**src/rtl/vga_sync_receiver.sv**
```systemverilog
// rtl/vga_sync_receiver.sv - rebuilds VGA column/row counters and lock status from raw HSYNC/VSYNC
module vga_sync_receiver #(
  parameter int H_VISIBLE    = 640,
  parameter int H_SYNC_START = 656,
  parameter int H_SYNC_END   = 752,
  parameter int H_TOTAL      = 800,
  parameter int V_VISIBLE    = 480,
  parameter int V_SYNC_START = 490,
  parameter int V_SYNC_END   = 492,
  parameter int V_TOTAL      = 525,
  parameter int LOCK_FRAMES  = 2
) (
  input  logic       clk,
  input  logic       rst,
  input  logic       hsync_in,
  input  logic       vsync_in,
  output logic [9:0] curr_col,
  output logic [9:0] curr_row,
  output logic       valid,
  output logic       locked,
  output logic       frame_start,
  output logic       sync_err
);

  localparam int WD_W = $clog2(2 * H_TOTAL) + 1;
  localparam logic [9:0] HVIS   = 10'(H_VISIBLE);
  localparam logic [9:0] HSS    = 10'(H_SYNC_START);
  localparam logic [9:0] HSE    = 10'(H_SYNC_END);
  localparam logic [9:0] H_LAST = 10'(H_TOTAL - 1);
  localparam logic [9:0] VVIS   = 10'(V_VISIBLE);
  localparam logic [9:0] VSS    = 10'(V_SYNC_START);
  localparam logic [9:0] VSE    = 10'(V_SYNC_END);
  localparam logic [9:0] V_LAST = 10'(V_TOTAL - 1);
  localparam logic [WD_W-1:0] WD_LAST = WD_W'(2 * H_TOTAL - 1);
  localparam logic [3:0] GOOD_LAST = 4'(LOCK_FRAMES - 1);

  typedef enum logic [1:0] {SEARCH, ALIGN, LOCK} state_t;

  state_t          state;
  logic [2:0]      hs;
  logic [2:0]      vs;
  logic [3:0]      good_cnt;
  logic            frame_bad;
  logic [WD_W-1:0] wd_cnt;

  logic       h_fall, h_rise, v_fall, v_rise;
  logic       wd_expire, mismatch;
  logic [9:0] col_next, row_next;

  // hs[1]/vs[1] are the synchronized samples, hs[2]/vs[2] the previous ones
  assign h_fall = !hs[1] && hs[2];
  assign h_rise = hs[1] && !hs[2];
  assign v_fall = !vs[1] && vs[2];
  assign v_rise = vs[1] && !vs[2];

  assign wd_expire = (wd_cnt == WD_LAST) && !h_fall;

  assign mismatch = (h_fall && curr_col != HSS) ||
                    (h_rise && curr_col != HSE) ||
                    (v_fall && (curr_row != VSS || curr_col != 10'd0)) ||
                    (v_rise && (curr_row != VSE || curr_col != 10'd0)) ||
                    wd_expire;

  // An h_fall reload never produces a row wrap; v_fall pins the row only
  always_comb begin
    col_next = (curr_col == H_LAST) ? 10'd0 : curr_col + 10'd1;
    row_next = curr_row;
    if (curr_col == H_LAST)
      row_next = (curr_row == V_LAST) ? 10'd0 : curr_row + 10'd1;
    if (h_fall) begin
      col_next = HSS + 10'd1;
      row_next = curr_row;
    end
    if (v_fall)
      row_next = VSS;
  end

  assign valid       = locked && (curr_col < HVIS) && (curr_row < VVIS);
  assign frame_start = locked && (curr_col == 10'd0) && (curr_row == 10'd0);

  always_ff @(posedge clk or posedge rst) begin
    if (rst) begin
      hs        <= 3'b111;
      vs        <= 3'b111;
      curr_col  <= 10'd0;
      curr_row  <= 10'd0;
      wd_cnt    <= '0;
      state     <= SEARCH;
      good_cnt  <= 4'd0;
      frame_bad <= 1'b0;
      locked    <= 1'b0;
      sync_err  <= 1'b0;
    end else begin
      hs       <= {hs[1:0], hsync_in};
      vs       <= {vs[1:0], vsync_in};
      curr_col <= col_next;
      curr_row <= row_next;
      wd_cnt   <= (h_fall || wd_expire) ? '0 : wd_cnt + 1'b1;
      sync_err <= 1'b0;
      case (state)
        SEARCH: begin
          if (v_fall) begin
            state     <= ALIGN;
            good_cnt  <= 4'd0;
            frame_bad <= 1'b0;
          end
        end
        ALIGN: begin
          // The closing v_fall is itself checked before the frame counts as clean
          if (v_fall) begin
            frame_bad <= 1'b0;
            if (!frame_bad && !mismatch) begin
              good_cnt <= good_cnt + 4'd1;
              if (good_cnt == GOOD_LAST) begin
                state  <= LOCK;
                locked <= 1'b1;
              end
            end else begin
              good_cnt <= 4'd0;
            end
          end else if (mismatch) begin
            frame_bad <= 1'b1;
          end
        end
        LOCK: begin
          if (mismatch) begin
            sync_err <= 1'b1;
            locked   <= 1'b0;
            state    <= SEARCH;
          end
        end
        default: state <= SEARCH;
      endcase
    end
  end

endmodule

```
**config.mk**
```make
export PLATFORM = sky130hd
export DESIGN_NAME = vga_sync_receiver
export DESIGN_NICKNAME = d
export VERILOG_FILES = /design/src/rtl/vga_sync_receiver.sv
export SDC_FILE = /design/constraint.sdc
export NUM_CORES = 1
export LEC_CHECK = 0
export BUFFER_PORTS_ARGS = -buffer_cell sky130_fd_sc_hd__buf_2
export CAP_MARGIN = 20
export CORE_AREA = 2 2 72 74
export CTS_BUF_LIST = sky130_fd_sc_hd__clkbuf_8
export DETAILED_ROUTE_END_ITERATION = 8
export DIE_AREA = 0 0 74 76
export GPL_TIMING_DRIVEN = 0
export PLACE_DENSITY = 0.8
export SLEW_MARGIN = 0
export SYNTH_ARGS = -nofsm -noshare
export SYNTH_HDL_FRONTEND = slang
export SYNTH_SLANG_ARGS = --single-unit
```
**constraint.sdc**
```tcl
create_clock -name clk -period 2.55 [get_ports clk]
set_clock_uncertainty 0.15 [all_clocks]
set_input_delay 0.255 -clock clk [delete_from_list [all_inputs] [get_ports clk]]
set_output_delay 0.255 -clock clk [all_outputs]
set_load 0.005 [all_outputs]
```
==> summary.txt, run 1 <==
Global routing
  – Grt ovf: 0
  – Initial antenna violation count: 0
  – GRT Total Usage: 18.5%
  – Largest net degree at the start of global routing: 34
  – Number of global-route vias before repair: 1743
  – First-pass GRT wire length: 8160 um

STA
  – Slew margin rel.: 61.7%
  – Fin. Hold Viols: 0
  – RSZ-0062 raised after global routing: true
  – Max Slew Vio Count: 0
  – Highest Clock Rate: between 300 and 400 MHz
  – Hold WS: 210 ps
  – Post-layout min period: roughly 2500 ps
  – Worst-Margin Slew: 572 ps
  – Final setup fails: 0
  – Period utilisation layout: 99.0%
  – Final worst slack: 24.3 ps

Run
  – Max Cap Viol: 0

Synth
  – Synth top area share: 43.6%
  – Most area-consuming cells after synthesis: dfrtp_1, dfstp_2, xor2_1
  – Mapped Avg Cell Area: 9.94 um^2
  – Asr flop ratio synth: 100%
  – Area leader, netlist: dfrtp_1
  – Most common cell in the netlist: dfrtp_1
  – Yosys cell types: between 40 and 50
  – Post-synthesis sequential area ratio: 50.3%
  – Post-synth EDFFs: 0
  – Ys flop type: dfrtp_1
  – Commonest cells in the netlist: dfrtp_1, nor2_1, nand2_1
  – Post-Synthesis Cells: 237
  – Synthesized area: 0.00235 mm^2
  – Synth Warn #: 0
  – FF+latch count, synth: 47
  – Mapped Nets: ~250

CTS
  – Clock buffer depth: 2
  – Clock sinks: 47
  – TritonCTS buffer count: 5
  – Clk slew on worst S/H paths: 80 ps
  – Clock H-tree levels: 2
  – TritonCTS clock tree: done
  – Clk Latency, worst-skew pair: 300 ps
  – CTS Root Cell: clkbuf_8

Routing
  – Vias: 1837
  – Post-route ant nets: 0
  – DR iter-0 viols: 131
  – WL/cell: 13.5 um
  – Routed vias/inst: 5.23
  – DR DRC count: 0
  – DRT Pass-1 Iters: 4
  – Final wirelength: 4720 um

Pwr
  – VDD IR max: 266 uV
  – Leakage: 1.22 nW
  – PwrDens: 590 mW/mm^2

Die
  – Io pins: 28
  – Initial core utilization: 47.9%
  – Die Y: 76 um
  – Die W: roughly 74 um
  – Core Box Area: approximately 0.005 mm^2
  – Die Area: 0.00562 mm^2
  – Rows: 26

Setup path
  – Setup crit end kind: flip-flop
  – Crit-path max FO: 6
  – Worst Reg-to-Reg Cells: 8
  – R2r setup slk: 20 ps
  – WP data arrival: 2620 ps
  – R2R Path End: good_cnt[2]
  – FF-to-FF Start: curr_row[0]
  – CP Class: flip-flop to flip-flop
  – WP data required: 2640 ps
  – Startpoint Class: flip-flop

Worst hold path
  – Hold path start: hs[0]
  – Hold path depth: 0
  – Hold endpoint: hs[1]
  – Worst Hold Class: flip-flop to flip-flop

Place
  – HPWL after detailed placement: 3380 um
  – PortBufs: 27
  – Pre-CTS WS: -160 ps
  – Placed insts: about 340
  – GPL Wtd Cong: 0.800

Layout
  – Fillers: 424
  – Fin cells: 351
  – Antenna diodes: 0
  – Area Overhead vs Synth: 19.3%
  – Final net count: 292
  – Layout cells sized above 1: 23.5%

Status
  – Status: complete, no violations
## critical path, stage by stage (launching register included)
cell and delay (ps):
dfrtp_1 410, inv_2 80, ha_1 140, nand3b_1 60
or3_1 300, or4_4 490, a2111o_1 510, nor3b_2 210
a211o_1 110
## area by class of cell
| cell class | count | area, um^2 | share of cell area [%] |
|---|---|---|---|
| multi-input combinational | 174 | 1130 | 40.3 |
| clock buffer | 6 | 82.6 | 2.94 |
| buffer | 4 | 17.5 | 0.623 |
| timing repair buffer | 36 | 223 | 7.93 |
| tap | 70 | 87.6 | 3.12 |
| clock inverter | 2 | 35.0 | 1.25 |
| inverter | 12 | 45.0 | 1.60 |
| sequential | 47 | 1190 | 42.2 |
## per-stage QoR
| stage | area, um^2 | power (mW) | utilization (%) | setup TNS [ps] |
|---|---|---|---|---|
| 2_1_floorplan | 2350 | 1.01 | - | 0 |
| 3_3_place_gp | 2580 | 1.07 | 52.5 | -83.0 |
| 3_5_place_dp | 2600 | 1.09 | 52.9 | -273 |
| 4_1_cts | 2770 | 1.68 | 56.3 | -1.56 |
| 5_1_grt | 2810 | 1.76 | 57.2 | -85.8 |
| 6_report | 2810 | 1.66 | 57.2 | 0 |
## state kept, by name (all words and copies together), names as in the netlist
name and count:
sync_err 1, curr_col 10, hs 3, state 2
wd_cnt 12, good_cnt 4, curr_row 10, vs 3
locked 1, frame_bad 1
## layer usage
| layer | global-route usage [%] | vias to the layer above | share of wire [%] |
|---|---|---|---|
| li1 | - | 922 | - |
| met1 | 24.2 | 885 | 47 |
| met2 | 30.2 | 23 | 49 |
| met3 | 3.97 | 7 | 2.2 |
| met4 | 6.00 | 0 | 1.5 |
| met5 | 0 | - | 0 |
## power by group
group          switching [mW]  leakage, nW  internal [mW]
registers              0.0628        0.568          0.805
logic                   0.117        0.595          0.116
clock network           0.242       0.0612          0.317
total                   0.421         1.22           1.24
## what timing repair did
action | CTS | global route
hold endpoints to repair | 13 | 0
pin swaps | 1 | 7
gates resized for setup | 3 | 8
setup endpoints to repair | 6 | 9
buffers inserted | 1 | 4
hold buffers | 3 | 0
## cells by family (layout without fill, tap and decap cells)
logic type	after synthesis	after routing	synth area share (%)
compound gates	39	39	10.7
fa+ha+maj	8	8	4.25
flops	47	47	50.3
simple gates	108	108	25.0
buf+inv	16	60	2.60
mux	1	1	0.478
xor+xnor	18	18	6.69
## worst max path at each step
stage,start,end,slack [ps],depth (start not counted)
6_report,curr_row[0],good_cnt[2],20,8
5_1_grt,curr_col[0],good_cnt[2],-70,8
4_1_cts,curr_col[0],good_cnt[2],-2,8
3_5_place_dp,curr_col[0],good_cnt[2],-160,8
3_3_place_gp,curr_col[0],good_cnt[2],-80,8
2_1_floorplan,curr_col[0],good_cnt[2],160,8
## layout by cell type (no fill, tap or decap), drive strengths merged, types with 3 or more instances in the layout
cell type    instances
dlygate4sd3          3
buf                 34
nand2b               3
xnor2                6
o311ai               4
and3                 5
nor2b                6
xor2                12
nor3b                4
nor2                25
a21oi                8
nand2               22
inv                 12
o21ai               15
nand3b               5
ha                   8
dfrtp               41
nor4                 4
clkbuf               9
or3                  5
nand4                3
dfstp                6
nand3               14
Note: power is estimated with default switching activity, not from simulation.
==> run 2, diff against run 1 <==
--- a/config.mk
+++ b/config.mk
@@ -12,7 +12,8 @@
 export DETAILED_ROUTE_END_ITERATION = 8
 export DIE_AREA = 0 0 74 76
 export GPL_TIMING_DRIVEN = 0
-export PLACE_DENSITY = 0.8
+export HOLD_SLACK_MARGIN = 0.08
+export PLACE_DENSITY = 0.78
 export SLEW_MARGIN = 0
 export SYNTH_ARGS = -nofsm -noshare
 export SYNTH_HDL_FRONTEND = slang
==> constraint.sdc (replaced) <==
create_clock -name clk -period 3.05 [get_ports clk]
set_clock_uncertainty 0.15 [all_clocks]
set_input_delay 0.305 -clock clk [delete_from_list [all_inputs] [get_ports clk]]
set_output_delay 0.305 -clock clk [all_outputs]
set_load 0.005 [all_outputs]
==> run 2 against run 1 <==
Compared with the run above:
- flip-flop and latch count is the same
- critical endpoint unchanged
- cell count shrank 1.4%
- critical path depth is the same
- largest power group unchanged
- sequential power shrank 17%
- power shrank 17%
- combinational power shrank 25%
==> summary.txt, run 2 (synthesis gave the netlist of run 1 again) <==
Worst hold path
  – Worst Hold Class: flip-flop to flip-flop

STA
  – Setup TNS: 0 ps (unchanged)
  – Period utilisation layout: 89.1% (-9.9 points)
  – Worst-Margin Slew: 692 ps (+120 ps)
  – Final setup fails: 0 (unchanged)
  – Max Slew Vio Count: 0 (unchanged)
  – Fin. Hold Viols: 0 (unchanged)
  – Final worst slack: 332 ps (+308 ps)
  – Hold WS: 204 ps (-6.25 ps)
  – RSZ-0062 raised after global routing: false
  – Slew margin rel.: 53.4% (-8.3 points)
  – Post-layout min period: 2720 ps (+192 ps)
  – Highest Clock Rate: 368 MHz (-7.1%)

Run
  – Max Cap Viol: 0 (unchanged)

Layout
  – Area Overhead vs Synth: 16.6%
  – Commonest non-fill, non-tap cells in the layout: dfrtp_1, buf_2, nor2_1
  – Final Util: 55.9% (-1.3 points)
  – Max reg flops: 12 (unchanged)
  – Fillers: 442 (+4.2%)
  – Register area: 0.00118 mm^2 (-0.21%)
  – Final net count: 287 (-1.7%)
  – Commonest non-fill, non-tap cell in the layout: dfrtp_1
  – Regs by FF count: wd_cnt: 12 flops, curr_col: 10 flops, curr_row: 10 flops
  – Multi-input gate area: 0.00111 mm^2 (-2.1%)
  – Final Cell Area: 0.00275 mm^2 (-2.3%)
  – Layout cells sized above 1: 19.2% (-4.3 points)
  – Largest register by flop count: wd_cnt
  – Antenna diodes: 0 (unchanged)

Routing
  – DRT Pass-1 Iters: 4 (unchanged)
  – WL/cell: 13.4 um (-0.38%)
  – Post-route ant nets: 0 (unchanged)
  – Final wirelength: 4640 um (-1.8%)
  – Routed vias/inst: 5.43 (+3.8%)
  – Vias: 1879 (+2.3%)
  – DR DRC count: 0 (unchanged)
  – DR iter-0 viols: 82 (-37%)

Place
  – PortBufs: 27 (unchanged)
  – Pre-CTS WS: 368 ps (+529 ps)
  – HPWL after detailed placement: 3350 um (-1.0%)
  – GPL Wtd Cong: 0.812 (+1.5%)
  – DP Area: 0.00260 mm^2 (unchanged)

Die
  – Io pins: 28 (unchanged)
  – Die W: 74 um (unchanged)
  – Initial core utilization: 47.9% (unchanged)
  – Rows: 26 (unchanged)
  – Die Area: 0.00562 mm^2 (unchanged)
  – Die Y: 76 um (unchanged)
  – Core Box Area: 0.00491 mm^2 (unchanged)

CTS
  – CTS resizes: 0 (-3)
  – Clock H-tree levels: 2 (unchanged)
  – TritonCTS clock tree: done
  – TritonCTS buffer count: 5 (unchanged)
  – Clock buffer depth: 2 (unchanged)
  – Clk Latency, worst-skew pair: 300 ps (about the same)
  – Clock sinks: 47 (unchanged)
  – CTS Root Cell: clkbuf_8
  – Clk slew on worst S/H paths: 90 ps (about the same)

Setup path
  – Startpoint Class: flip-flop
  – CP Class: flip-flop to flip-flop
  – Setup crit end kind: flip-flop
  – WP data arrival: 2810 ps (+190 ps)
  – WP data required: 3140 ps (+500 ps)
  – Crit-path max FO: 6 (unchanged)

Status
  – Status: complete, no violations

Global routing
  – Initial antenna violation count: 0 (unchanged)
  – GRT Total Usage: 18.3% (-0.16 points)
  – Largest net degree at the start of global routing: 32 (-5.9%)
  – Grt ovf: 0 (unchanged)
  – First-pass GRT wire length: 8180 um (+0.34%)
  – Number of global-route vias before repair: 1815 (+4.1%)

Pwr
  – VDD IR max: 236 uV (-11%)
  – PwrDens: 499 mW/mm^2 (-15%)
  – Leakage: 1.19 nW (-2.6%)
-- run 2: layout make-up --
cell class,instances,area share (%)
clock buffers,6,3.01
flip-flops and latches,47,43.1
multi-input cells,174,40.4
repair buffers,31,6.75
well taps,70,3.19
clock inverters,2,1.28
inverters,12,1.64
plain buffers,4,0.593
-- run 2: repair_timing --
| item | 4_1_cts | 5_1_grt |
|---|---|---|
| hold buffers | 3 | 0 |
| hold endpoints to repair | 15 | 0 |
| buffers inserted | 0 | 0 |
-- run 2: worst max-delay path: stages (launching register included) --
cell and delay [ps]:
dfrtp_1 430, inv_1 70, ha_1 120, nor4b_2 330
nand2_1 150, or4_1 530, a2111o_1 510, nor3b_1 240
a211o_1 120
-- run 2: metrics by stage --
stage	power, mW	std cells
2_1_floorplan	0.847	237
3_3_place_gp	0.898	334
3_5_place_dp	0.909	335
4_1_cts	1.39	346
5_1_grt	1.44	346
6_report	1.37	346
-- run 2: path summary, 6_finish.rpt --
path / startpoint / to / slack (ps) / cells after the start
setup / recovery: curr_col[0] / good_cnt[2] / 330 / 8
hold / removal: hs[0] / hs[1] / 200 / 0
setup reg to reg: curr_col[0] / good_cnt[2] / 330 / 8
hold reg to reg: hs[0] / hs[1] / 200 / 0
max in group asynchronous: rst / hs[0] / 1810 / 4
min in group asynchronous: rst / good_cnt[2] / 390 / 3
-- run 2: layer usage --
metal	vias to the layer above	wire length [um]	track usage, %
met5	-	0	0
met4	0	34	7.09
met3	2	126	2.38
met2	34	2370	30.6
met1	931	2100	23.8
li1	912	-	-
-- run 2: power breakdown --
group / internal [mW] / switching, mW / total (mW)
sequential: 0.673 / 0.0513 / 0.724
combinational: 0.0830 / 0.0907 / 0.174
clock: 0.265 / 0.206 / 0.472
total: 1.02 / 0.348 / 1.37
